### src/rtl/mac_pe_vec.sv
// mac_pe_vec: LANES-wide signed dot-product MAC PE with operand forwarding; define MAC_SAT_EN to saturate on overflow
module mac_pe_vec #(
  parameter int W = 16,
  parameter int LANES = 4,
  parameter int ACC_W = 40
) (
  input  logic                 clk,
  input  logic                 rst,
  input  logic                 en,
  input  logic                 valid_in,
  input  logic                 clear,
  input  logic                 last,
  input  logic [LANES*W-1:0]   a,
  input  logic [LANES*W-1:0]   b,
  output logic [LANES*W-1:0]   a_out,
  output logic [LANES*W-1:0]   b_out,
  output logic                 valid_out,
  output logic [ACC_W-1:0]     c_out,
  output logic                 c_valid,
  output logic                 ovf
);
  logic [LANES-1:0][2*W-1:0] prod, p;
  logic signed [ACC_W-1:0] sum, s, acc, add, acc_nxt;
  logic v1, clr1, last1, v2, clr2, last2, ovf_add;
  for (genvar i = 0; i < LANES; i++) begin : g_lane
    assign prod[i] = $signed(a[i*W +: W]) * $signed(b[i*W +: W]);
  end
  always_comb begin
    sum = '0;
    for (int j = 0; j < LANES; j++) sum = sum + ACC_W'($signed(p[j]));
  end
  assign add = acc + s;
  assign ovf_add = (acc[ACC_W-1] == s[ACC_W-1]) && (add[ACC_W-1] != acc[ACC_W-1]);
`ifdef MAC_SAT_EN
  assign acc_nxt = ovf_add ? (s[ACC_W-1] ? {1'b1, {(ACC_W-1){1'b0}}} : {1'b0, {(ACC_W-1){1'b1}}}) : add;
`else
  assign acc_nxt = add;
`endif
  assign c_out = acc;
  always_ff @(posedge clk) begin
    if (rst) begin
      a_out <= '0;
      b_out <= '0;
      valid_out <= 1'b0;
      p <= '0;
      v1 <= 1'b0;
      clr1 <= 1'b0;
      last1 <= 1'b0;
      s <= '0;
      v2 <= 1'b0;
      clr2 <= 1'b0;
      last2 <= 1'b0;
      acc <= '0;
      c_valid <= 1'b0;
      ovf <= 1'b0;
    end else if (en) begin
      a_out <= a;
      b_out <= b;
      valid_out <= valid_in;
      p <= prod;
      v1 <= valid_in;
      clr1 <= clear;
      last1 <= last;
      s <= sum;
      v2 <= v1;
      clr2 <= clr1;
      last2 <= last1;
      acc <= v2 ? (clr2 ? s : acc_nxt) : (clr2 ? '0 : acc);
      c_valid <= v2 & last2;
      ovf <= v2 ? (!clr2 && (ovf || ovf_add)) : ovf;
    end
  end
endmodule

### config.mk
export PLATFORM = sky130hd
export DESIGN_NAME = mac_pe_vec
export DESIGN_NICKNAME = d
export VERILOG_FILES = /design/src/rtl/mac_pe_vec.sv
export SDC_FILE = /design/constraint.sdc
export NUM_CORES = 2
export LEC_CHECK = 0
export CELL_PAD_IN_SITES_DETAIL_PLACEMENT = 1
export CELL_PAD_IN_SITES_GLOBAL_PLACEMENT = 1
export CORE_MARGIN = 10
export CORE_UTILIZATION = 30
export CTS_CLUSTER_SIZE = 28
export DETAILED_ROUTE_END_ITERATION = 10
export HOLD_SLACK_MARGIN = 0.03
export PLACE_DENSITY_LB_ADDON = 0.1
export SYNTH_ARGS = -nofsm -noshare
export SYNTH_HDL_FRONTEND = slang
export SYNTH_SLANG_ARGS = --single-unit
### constraint.sdc
create_clock -name clk -period 19.6 [get_ports clk]
set_clock_uncertainty 0.2 [all_clocks]
set_input_delay 3.92 -clock clk [delete_from_list [all_inputs] [get_ports clk]]
set_output_delay 3.92 -clock clk [all_outputs]
set_load 0.01 [all_outputs]
==> summary.txt <==
GRT
  • Grt total ovfl: 0
  • Initial antenna violation count: 1
  • First-pass GRT wire length: 282 mm
  • Largest net degree at the start of global routing: 160
  • Number of global-route vias before repair: 46200
  • GRT Resource Usage Total: 17.7%

Clock tree
  • Max clock buf depth: 3
  • Cts bufs inserted: between 50 and 60
  • Postcts setup bufs: 0
  • CTS tree: built
  • Number of clock sinks: 339
  • Clk_lat worst skew: 720 ps
  • Root Driver: clkbuf_16
  • CTS clock-pin slew for the worst setup and hold paths: around 60 ps
  • Hold buffers post-CTS: 0
  • CTS resizes: 0
  • H-Tree Depth: 2

Placement
  • RePlAce Congestion: 0.793
  • Port buffer count: roughly 300
  • HPWL after DPL: 142 mm

Yosys
  • Synthesis warning total: 0
  • Sequential area share after synthesis: 12.3%
  • Primary FF master, synth: dfxtp_1
  • Mean Syn Cell Area: 9.25 um^2
  • Mapped Cells: 5989
  • Post-synth ARST share: 0%
  • Number of synthesized register bits: 339
  • Syn Nets: between 7000 and 8000
  • Cell Area, Synth: 55400 um^2
  • Post-synth EDFFs: 0
  • Synth cell types: 80

Floorplanning
  • Count of boundary I/O pins: ~300
  • Die width: around 450 um
  • Die ar.: 202000 um^2
  • Chip height: 450 um
  • Row count: 157
  • Core area: ~180000 um^2
  • Initial Util: 30.2%

Timing
  • Relative slew slack: 27.3%
  • Fmax: 92.7 MHz
  • Fin. max-slew vios: 0
  • Setup-failing EPs final: 0
  • Final setup TNS: 0 ps
  • Fin crit share: a little under three fifths
  • Final min period: between 10000 and 15000 ps
  • Final Hold Viols: 0
  • Slew @ Worst Pin: 1090 ps
  • RSZ-0062 raised after global routing: false

Detailed routing
  • Vias/cell: ~4.7
  • Routed length per placed instance: slightly above 20 um
  • # DRC: 0
  • Final antenna-violating net count: 0
  • DR pass1 iterations: 5
  • Post-Route WL: 177 mm
  • Via total after detailed routing: 40500
  • DR iter-0 viols: roughly 1400

Worst setup path
  • Critical path required time: 19960 ps
  • CP cell instances: clkdlybuf4s50_1 -> nand2_1 -> inv_1 -> fa_1 -> fa_1 -> fa_1 -> fa_1 -> fa_1 -> inv_1 -> fa_1 -> inv_1 -> ha_1 -> nand4_1 -> nor3_1 -> nand2_1 -> o22ai_1 -> nor2_1 -> a31oi_1 -> a41oi_1 -> o31ai_1 -> nor4_1 -> a311o_1
  • Cell mode on critical path: fa_1
  • Crit Path Max Fanout: 17
  • Slowest cell on the critical path: clkdlybuf4s50_1
  • Crit path DAT: 11150 ps
  • RR Endpoint: s[33]
  • CP peak stage delay: 780 ps
  • CP Capture Type: register
  • R2R depth: 15
  • CP Launch Type: primary input
  • WS Path Type: primary input to register
  • R2R Setup Slk: 14780 ps
  • FF-to-FF Start: p[1]

Worst hold path
  • Worst hold stages: 2
  • Worst Hold Class: register to register
  • Hold Startpoint: p[96]
  • Hold endpoint: p[96]

Final layout
  • Nets: 7815
  • Share of cells above drive strength 1: 2.79%
  • Filler cell count: 21000
  • Area grow syn2layout: 13.5%

Status
  • Status: complete, no violations

Job
  • Max Cap Viol: 0
-- cell families after synthesis --
family          count (synthesis)  share of synthesized area (%)
compound gates                611                           7.34
xor+xnor                      191                           3.02
fa+ha+maj                    1515                           49.3
buf+inv                      1397                           9.47
flops                         339                           12.3
mux                           212                           3.83
simple gates                 1724                           14.8
-- final cells by class --
type / instances / area (um^2) / share of cell area, %
clock inverter: 28 / 343 / 0.545
multi-input combinational: 4253 / 43400 / 69.0
inverter: 1173 / 4400 / 7.01
tap: 2464 / 3080 / 4.91
timing repair buffer: 348 / 3410 / 5.42
clock buffer: 67 / 1450 / 2.30
sequential: 339 / 6790 / 10.8
antenna: 1 / 2.50 / 0.00398
-- worst max-delay path, delay by kind of cell --
family | cells | cell delay (ps)
simple gates | 6 | 980
fa+ha+maj | 7 | 3670
buf+inv | 4 | 990
compound gates | 5 | 1560
-- worst max path at each step --
stage | from | to | slack (ps) | depth (start not counted)
floorplan | b[8] | p[29] | 9590 | 22
global placement | a[15] | p[29] | 8300 | 21
detailed placement | b[17] | p[63] | 8130 | 22
CTS | b[17] | p[63] | 8860 | 22
global route | b[17] | p[63] | 8340 | 22
finish | b[17] | p[63] | 8820 | 22
-- state kept, by name, summed over array words and instances, names as in the netlist, 35 cells and up --
signal,count
s,35
p,128
c_out,40
a_out,64
b_out,64
-- cell usage after synthesis, types with 48 or more instances --
cell | number | area (um^2)
fa_1 | 1114 | 22300
nand3_1 | 48 | 240
xnor2_1 | 140 | 1230
and2_1 | 508 | 3180
nand2_1 | 602 | 2260
dfxtp_1 | 339 | 6790
o21ai_0 | 136 | 681
xor2_1 | 51 | 447
a21oi_1 | 162 | 811
nor2_1 | 410 | 1540
inv_1 | 1173 | 4400
clkbuf_1 | 210 | 788
ha_1 | 401 | 5020
a21o_1 | 78 | 586
mux2i_1 | 212 | 2120
-- through the flow --
step	cell area, um^2	setup slack (ps)	instances	util (%)	hold WS, ps
2_1_floorplan	55400	9590	5989	-	239
3_3_place_gp	61100	8300	8577	33.3	259
3_5_place_dp	61100	8130	8577	33.3	261
4_1_cts	62800	8860	8672	34.3	270
5_1_grt	62800	8340	8673	34.3	304
6_report	62800	8820	8673	34.3	271
-- cells in the final DEF, fill, tap and decap left out, drive strengths merged, types with 13 or more instances in the layout --
| cell | count |
|---|---|
| nand4 | 13 |
| clkinv | 15 |
| fa | 1114 |
| buf | 46 |
| xnor2 | 140 |
| o21a | 24 |
| nor3 | 34 |
| nand2 | 602 |
| o21ai | 146 |
| o211ai | 13 |
| a22oi | 17 |
| nand3 | 48 |
| o21bai | 14 |
| a21o | 79 |
| xor2 | 51 |
| and3 | 16 |
| ha | 401 |
| clkbuf | 67 |
| dfxtp | 339 |
| nand2b | 33 |
| nor2 | 410 |
| a211oi | 26 |
| inv | 1176 |
| a21oi | 165 |
| nor2b | 15 |
| and2 | 508 |
| or3 | 17 |
| clkdlybuf4s50 | 302 |
| a31oi | 17 |
| mux2i | 212 |
| a222oi | 17 |
-- metal layers --
| layer | global-route usage (%) | part of all wire [%] |
|---|---|---|
| met5 | 0 | 0 |
| met4 | 3.52 | 1.8 |
| met3 | 1.56 | 2.1 |
| met1 | 23.4 | 46 |
| met2 | 31.4 | 50 |
Power is not shown: default switching activity piles up to over one toggle a cycle in this logic, so the estimate is an artifact.
